`src/rtl/ipr_write_arbiter.sv`:
```
// ipr_write_arbiter
// Round-robin arbiter that shares one outgoing IPR write port between
// NB_REQ upstream requesters (local cores plus forwarded router traffic).
// Only one transaction is outstanding at a time. The grant is held from the
// downstream request until its response returns.
//
// Ports
//   clk_i, rst_i         clock, synchronous active-high reset
//   s_req_i/s_addr_i/s_wdata_i/s_we_i/s_be_i   upstream requests (slice i = requester i)
//   s_gnt_o, s_rvalid_o  per-requester grant / response valid (one-hot or zero)
//   s_rdata_o            response data, broadcast to all requesters
//   m_req_o/m_addr_o/m_wdata_o/m_we_o/m_be_o   downstream request
//   m_gnt_i, m_rvalid_i, m_rdata_i             downstream grant / response
//   err_o                one-cycle response-timeout pulse
//   dbg_state, dbg_rr_ptr  FSM state (0 IDLE, 1 REQ, 2 RESP) and round-robin pointer
//
// Build option
//   IPR_ARB_TIMEOUT_EN   enables the response watchdog (TIMEOUT_CYCLES).
//                        Without it RESP waits indefinitely and err_o is 0.
//
// Handshake (OBI-style, both sides): a requester raises req with a stable
// payload and holds both until it samples gnt high. The transfer is accepted
// in the cycle req && gnt. Exactly one rvalid pulse follows per accepted
// request. It may arrive in the same cycle as gnt or in any later cycle.
module ipr_write_arbiter #(
    parameter int NB_REQ         = 4,
    parameter int ADDR_WIDTH     = 32,
    parameter int DATA_WIDTH     = 32,
    parameter int BE_WIDTH       = DATA_WIDTH / 8,
    parameter int TIMEOUT_CYCLES = 64,
    localparam int IDX_W         = $clog2(NB_REQ)
) (
    input  logic                           clk_i,
    input  logic                           rst_i,
    input  logic [NB_REQ-1:0]              s_req_i,
    input  logic [NB_REQ*ADDR_WIDTH-1:0]   s_addr_i,
    input  logic [NB_REQ*DATA_WIDTH-1:0]   s_wdata_i,
    input  logic [NB_REQ-1:0]              s_we_i,
    input  logic [NB_REQ*BE_WIDTH-1:0]     s_be_i,
    output logic [NB_REQ-1:0]              s_gnt_o,
    output logic [NB_REQ-1:0]              s_rvalid_o,
    output logic [DATA_WIDTH-1:0]          s_rdata_o,
    output logic                           m_req_o,
    output logic [ADDR_WIDTH-1:0]          m_addr_o,
    output logic [DATA_WIDTH-1:0]          m_wdata_o,
    output logic                           m_we_o,
    output logic [BE_WIDTH-1:0]            m_be_o,
    input  logic                           m_gnt_i,
    input  logic                           m_rvalid_i,
    input  logic [DATA_WIDTH-1:0]          m_rdata_i,
    output logic                           err_o,
    output logic [1:0]                     dbg_state,
    output logic [IDX_W-1:0]               dbg_rr_ptr
);

    typedef enum logic [1:0] {
        IDLE = 2'd0,
        REQ  = 2'd1,
        RESP = 2'd2
    } state_t;

    localparam logic [31:0] TIMEOUT_RDATA = 32'hDEAD_BEEF;

    if (NB_REQ < 2 || TIMEOUT_CYCLES < 1) begin : g_param_check
        $error("ipr_write_arbiter: NB_REQ must be >= 2 and TIMEOUT_CYCLES >= 1");
    end

    state_t             state, state_d;
    logic [IDX_W-1:0]   rr_ptr, rr_ptr_d;
    logic [IDX_W-1:0]   winner, winner_d;
    logic [IDX_W-1:0]   pick;
    logic [NB_REQ-1:0]  req_rot;
    logic               found;
    int                 sum;
    logic               timeout;

    // Round-robin pick. Rotating the request vector right by rr_ptr puts
    // requester rr_ptr at bit 0. The first set bit is then the winner, and it
    // maps back to a requester index modulo NB_REQ.
    always_comb begin
        req_rot = NB_REQ'({s_req_i, s_req_i} >> rr_ptr);
        pick    = '0;
        found   = 1'b0;
        sum     = 0;
        for (int i = 0; i < NB_REQ; i++) begin
            if (!found && req_rot[i]) begin
                found = 1'b1;
                sum   = int'(rr_ptr) + i;
                if (sum >= NB_REQ) begin
                    sum = sum - NB_REQ;
                end
                pick  = IDX_W'(sum);
            end
        end
    end

    // Payload mux from the latched winner. It is always driven, so the data
    // outputs never float to X.
    always_comb begin
        m_addr_o  = '0;
        m_wdata_o = '0;
        m_we_o    = 1'b0;
        m_be_o    = '0;
        for (int i = 0; i < NB_REQ; i++) begin
            if (winner == IDX_W'(i)) begin
                m_addr_o  = s_addr_i[i*ADDR_WIDTH +: ADDR_WIDTH];
                m_wdata_o = s_wdata_i[i*DATA_WIDTH +: DATA_WIDTH];
                m_we_o    = s_we_i[i];
                m_be_o    = s_be_i[i*BE_WIDTH +: BE_WIDTH];
            end
        end
    end

`ifdef IPR_ARB_TIMEOUT_EN
    localparam int CNT_W = $clog2(TIMEOUT_CYCLES + 1);
    logic [CNT_W-1:0] to_cnt;

    // The counter is held at zero outside RESP, so it starts from zero on
    // every entry into RESP.
    always_ff @(posedge clk_i) begin
        if (rst_i || state != RESP) begin
            to_cnt <= '0;
        end else if (!m_rvalid_i && !timeout) begin
            to_cnt <= to_cnt + 1'b1;
        end
    end

    assign timeout = (state == RESP) && (to_cnt == CNT_W'(TIMEOUT_CYCLES));
`else
    assign timeout = 1'b0;
`endif

    assign err_o      = timeout;
    assign dbg_state  = state;
    assign dbg_rr_ptr = rr_ptr;

    always_ff @(posedge clk_i) begin
        if (rst_i) begin
            state  <= IDLE;
            rr_ptr <= '0;
            winner <= '0;
        end else begin
            state  <= state_d;
            rr_ptr <= rr_ptr_d;
            winner <= winner_d;
        end
    end

    always_comb begin
        state_d    = state;
        rr_ptr_d   = rr_ptr;
        winner_d   = winner;
        m_req_o    = 1'b0;
        s_gnt_o    = '0;
        s_rvalid_o = '0;
        s_rdata_o  = m_rdata_i;

        unique case (state)
            IDLE: begin
                if (|s_req_i) begin
                    winner_d = pick;
                    state_d  = REQ;
                end
            end
            REQ: begin
                m_req_o = s_req_i[winner];
                // A dropped request is an abort. Downstream sees no req, so a
                // grant in this cycle is not forwarded and the pointer keeps
                // its value.
                if (!s_req_i[winner]) begin
                    state_d = IDLE;
                end else if (m_gnt_i) begin
                    s_gnt_o[winner] = 1'b1;
                    rr_ptr_d = (winner == IDX_W'(NB_REQ - 1)) ? '0 : winner + 1'b1;
                    if (m_rvalid_i) begin
                        s_rvalid_o[winner] = 1'b1;
                        state_d = IDLE;
                    end else begin
                        state_d = RESP;
                    end
                end
            end
            RESP: begin
                if (timeout) begin
                    // A synthetic error response closes the transaction. The
                    // real response, if it ever arrives, lands in IDLE and is
                    // ignored.
                    s_rvalid_o[winner] = 1'b1;
                    s_rdata_o = DATA_WIDTH'(TIMEOUT_RDATA);
                    state_d   = IDLE;
                end else if (m_rvalid_i) begin
                    s_rvalid_o[winner] = 1'b1;
                    state_d = IDLE;
                end
            end
            default: begin
                state_d = IDLE;
            end
        endcase
    end

endmodule

```
`config.mk`:
```
export PLATFORM = sky130hd
export DESIGN_NAME = ipr_write_arbiter
export DESIGN_NICKNAME = d
export VERILOG_FILES = /design/src/rtl/ipr_write_arbiter.sv
export SDC_FILE = /design/constraint.sdc
export NUM_CORES = 1
export LEC_CHECK = 0
export BUFFER_PORTS_ARGS = -buffer_cell sky130_fd_sc_hd__buf_2
export CORE_AREA = 2 2 167 169
export DETAILED_ROUTE_END_ITERATION = 10
export DIE_AREA = 0 0 169 171
export PLACE_DENSITY = 0.47
export SLEW_MARGIN = 30
export SYNTH_ARGS = -nofsm -noshare
export SYNTH_HDL_FRONTEND = slang
export SYNTH_SLANG_ARGS = --single-unit
export TNS_END_PERCENT = 100
```
`constraint.sdc`:
```
create_clock -name clk_i -period 2.2 [get_ports clk_i]
set_input_delay 0.22 -clock clk_i [delete_from_list [all_inputs] [get_ports clk_i]]
set_output_delay 0.22 -clock clk_i [all_outputs]
set_load 0.01 [all_outputs]
```
# ---- Yosys cells after proc, flatten, opt, wreduce, memory -nomap -nowiden
# Index checks and enable logic that the tools add are counted.
dict set report totals {
  ff_bits 6
  in_bits 316
  out_inout_bits 115
}
dict set report classes {
  n_addsub 8
  magnitude_cmp 6
  eq_ne 8
  n_shift 1
  n_mux 46
  reduce_logical 13
}
# op n
set op_table {}
lappend op_table {{2-to-1 mux 32 bit} 8}
lappend op_table {{2-to-1 mux 4 bit} 10}
lappend op_table {{2-to-1 mux 2 bit} 14}
lappend op_table {{2-to-1 mux 1 bit} 10}
lappend op_table {{greater-or-equal comparator 3 bit, second input constant} 3}
lappend op_table {{case mux 4 bit (2 select lines)} 1}
lappend op_table {{>> shifter 8 x 2 -> 4 bit} 1}
lappend op_table {{subtractor 2 x 1 -> 2 bit, second input constant} 4}
lappend op_table {{adder 2 x 2 -> 3 bit, second input constant} 2}
lappend op_table {{equality test 2 bit, second input constant} 3}
lappend op_table {{case mux 2 bit (3 select lines)} 1}
lappend op_table {{AND reduction 3 bit} 2}
lappend op_table {{equality test 2 x 1 -> 1 bit, second input constant} 2}
lappend op_table {{logical AND 1 bit} 4}
lappend op_table {{zero test 2 bit} 2}
lappend op_table {{inequality test 2 bit, second input constant} 2}
lappend op_table {{OR reduction 4 bit} 1}
lappend op_table {{adder 2 x 1 -> 3 bit, second input constant} 1}
lappend op_table {{greater-or-equal comparator 2 x 3 -> 1 bit, second input constant} 1}
lappend op_table {{zero test 1 bit} 3}
lappend op_table {{less-than comparator 2 x 3 -> 1 bit, second input constant} 1}
lappend op_table {{inequality test 3 bit, second input constant} 1}
lappend op_table {{adder 2 x 1 -> 2 bit, second input constant} 1}
lappend op_table {{binary-select mux 1 bit (select 2 bit)} 1}
lappend op_table {{other kinds (3)} 3}

# ---- Longest topological paths before layout
dict set report depth {
  ltp_word 11
  mapped_depth 9
  depth_no_buf 6
}

# ---- Least setup slack after synthesis
# Ideal clock, no wire load.
dict set report synth_path {
  path_type {register to output}
  from {register winner[1]}
  to {output m_addr_o[0]}
  arrival_time_ns 1.586
  slack_ns 0.394
  path_stages_with_launch 9
  path_buffers 2
  path_cell_list {dfxtp_1 -> inv_1 -> ha_1 -> buf_2 -> clkbuf_1 -> nand3b_1 -> a21oi_1 -> a21oi_1 -> o21ai_0}
}
dict set report synth_between {
  elab_chain_len 5
  word_cells_on_any_way 8
}
# element line_no
set synth_rtl {}
lappend synth_rtl {{start: declaration} 70} ;# logic [IDX_W-1:0] winner, winner_d;
lappend synth_rtl {{start signal: assignment} 145} ;# winner <= winner_d;
lappend synth_rtl {{zero test 2 bit} 105} ;# if (winner == IDX_W'(i)) begin
lappend synth_rtl {{2-to-1 mux 32 bit (3 in a row)} 105}
lappend synth_rtl {{2-to-1 mux 32 bit (*)} 105}
lappend synth_rtl {{end: declaration} 44} ;# output logic [ADDR_WIDTH-1:0] m_addr_o,
# Mark *: on every way between the ends. The rest lies on a longest branch, timed or not.

# ---- Worst setup path in the final report
dict set report layout_path {
  from {register winner[1]}
  to {output m_addr_o[17]}
}
# Same word-level chain as after synthesis.

==> impl_summary.txt <==
----------------------------------------------------
[Run status]
  Status ... complete, no violations

[Synth]
  Cell count after synthesis ... 564
  Top-count cell post-synth ... nand2_1
  YS warnings ... 0
  Leading cell types by count after synthesis ... nand2_1, a21oi_1, nand3b_1, o21ai_0, clkbuf_1
  Number of unique standard cell types used by synthesis ... 30
  Flop and latch count out of synthesis ... 6
  Yosys top cell area share ... 21.5%
  FFs w/ async S/R, synth ... 0%
  Net Count, Synth ... 888
  Number of enable flip-flop cells after synthesis ... 0
  Cell types with the largest area share after synthesis ... a21oi_1, nand2_1, nand3b_1, o21ai_0, buf_4
  Dominant synthesized flop cell ... dfxtp_1
  Cell area after synthesis ... 3120 um2
  Sequential element share of the synthesized area ... 3.85%
  Mean instance size in the synthesized netlist ... 5.53 um2
  Post-synth top area cell ... a21oi_1

[Die]
  Chip Width ... 169 um
  Num ports ... 431
  Site row count ... 61
  Core Box Area ... 27300 um2
  Die Height ... 171 um
  Die area ... 28900 um2
  Effective utilization at floorplan ... 11.4%

[CTS]
  Clock slew seen by the registers of the worst setup and hold paths ... 0.03 ns
  Clock root buffer ... clkbuf_16
  Number of sinks on the clock net ... 6
  Clock latency on the worst-skew pair ... 0.23 ns
  H-tree levels ... 1
  TritonCTS clock tree ... done
  Number of buffers on the longest clock path ... 2
  CTS buffer count ... 3

[Placement]
  Number of port buffers ... 365
  Worst slack at placement ... -0.0197 ns
  Cell count after placement ... 1208
  Routability cong. ... 0.891
  HPWL after DPL ... 13.7 mm

[Worst setup path]
  Crit path capture type ... output port
  Nature of the critical path startpoint ... register
  CP Max Fanout ... 28
  Data arrival at the endpoint of the critical path ... 1.89 ns
  Critical path data required time ... 1.98 ns
  Crit path kind ... reg2out

[Timing]
  Maximum clock skew at final layout ... 0.000304 ns
  Final period demand of the worst path ... 2.11 ns
  Post-layout worst setup margin ... 0.0931 ns
  Setup-violating endpoint count in the final report ... 0
  Summed negative setup slack over all endpoints ... 0 ns
  Final Cycle Share ... 95.8%
  Fin. max-slew vios ... 0
  Final-report hold violation count ... 0
  Highest clock frequency the design can meet ... 475 MHz
  RSZ-0062 raised after global routing ... yes
  Worst Hold Margin ... 0.278 ns

[Cells and area]
  Number of standard cells in the final layout excluding fillers ... 1216
  Number of antenna cells inserted ... 0
  Synthesis-to-layout area growth ... 75.8%
  Share of layout cells above drive strength 1 ... 47.9%
  Layout Nets ... 1196
  Fillcell total ... 3182

[Pwr]
  Sw Share ... 45.2%
  Internal Dissipation ... 0.00116 W
  Combinational cell fraction of total power ... 80.0%
  Sequential Power Share ... 6.1%
  Cell leakage power ... 2.55 nW
  Fraction of power consumed by the clock network ... 13.9%
  Power per cell area ... 387 nW/um2
  Overall Power ... 0.00212 W
  Worst ir drop on vdd ... 0.243 mV
  Power dissipated by switching net loads ... 0.000958 W

[Detailed routing]
  First-pass iteration count of the detailed router ... 5
  DRC errors left ... 0
  Final routed wirelength across all metal layers ... 17.5 mm
  Number of vias per cell ... 4.17
  DRT iter0 DRCs ... 219
  Total vias in the final route ... 5067
  Wirelength per Cell ... 14.4 um
  Final antenna-violating net count ... 0

[Min path]
  Hold crit path type ... in2reg

[Global routing]
  Overall fraction of global-route tracks in use ... 10.1%
  Overflow left after global routing ... 0
  Vias in the first global route ... 4470
  Pin count of the biggest net entering global routing ... 65
  Initial antenna violation count ... 0
  Global-route wire length before repair ... 23.5 mm

[Run]
  Max-cap violations ... 0

----------------------------------------------------
## registers in the layout, indices dropped and copies added (netlist names)
name        count
dbg_rr_ptr      2
dbg_state       2
winner          2
## power by group through the flow
stage / Sequential [W] / Clock, W / Combinational, W
finish: 0.000128 / 0.000295 / 0.00170
global route: 0.000130 / 0.000308 / 0.00189
CTS: 0.000128 / 0.000300 / 0.00163
detailed placement: 0.000129 / 0 / 0.00161
global placement: 0.000129 / 0 / 0.00160
floorplan: 0.000131 / 0 / 0.000899
## cells by family (layout without fill, tap and decap cells)
family	after synthesis	after routing	share of synthesized area (%)
other cells	1	1	0.120
compound gates	221	221	38.1
mux	6	6	1.92
fa+ha+maj	8	8	3.21
flops	6	6	3.85
buf+inv	98	404	16.6
simple gates	224	224	36.3
## area by class of cell
cell class	instances	area, um2	area share (%)
inverter	9	33.8	0.616
clock buffer	3	75.1	1.37
multi-input combinational	460	2590	47.3
timing repair buffer	392	2230	40.6
sequential	6	121	2.21
tap	346	433	7.89
## worst max-delay path, stage by stage (launching register included)
cell and delay (ns):
dfxtp_1 0.34, inv_2 0.07, ha_4 0.20, buf_12 0.14, clkbuf_16 0.18, nand3b_1 0.17
a21oi_1 0.17, a21oi_1 0.06, o21ai_1 0.16, buf_2 0.16
## through the flow
stage	cell area (um2)	util, %
after floorplan	3120	-
after global placement	5200	19.0
after detailed placement	5200	19.0
after CTS	5310	19.4
after global routing	5490	20.1
final	5490	20.1
## layer usage
metal	global-route usage (%)	up-vias	wire length [um]	share of wire, %
li1	-	2540	-	-
met1	12.3	2268	7180	41
met2	18.1	223	8560	49
met3	1.67	36	1340	7.7
met4	3.16	0	456	2.6
met5	0	-	0	0
## layout by cell type, fill, tap and decap left out, types with 7 or more instances in the layout
cell	instances
nand3b_1	66
buf_4	11
inv_1	7
buf_2	365
a21oi_1	121
a21oi_2	12
o21ai_0	52
nand2_1	137
o21ai_1	14
buf_12	7
## repair_timing
action | in CTS | in global routing
gates cloned | 0 | 2
hold buffers | 0 | 0
buffers inserted | 0 | 3
setup endpoints to repair | 6 | 46
pin swaps | 0 | 1
gates resized for setup | 6 | 33
hold endpoints to repair | 0 | 0
## final timing paths
check                          endpoint                       from  slack [ns]  cells after the start
max reg2reg  dbg_rr_ptr[1]$_SDFFE_PP0P_  dbg_state[1]$_SDFFE_PP0P_        0.59                      7
min reg2reg   dbg_state[0]$_SDFFE_PP0P_  dbg_state[0]$_SDFFE_PP0P_        0.52                      2
min              winner[1]$_SDFFE_PP0P_                      rst_i        0.28                      2
max                        m_addr_o[17]     winner[1]$_SDFFE_PP0P_        0.09                      9
No activity file was read; power rests on OpenSTA's default activity.
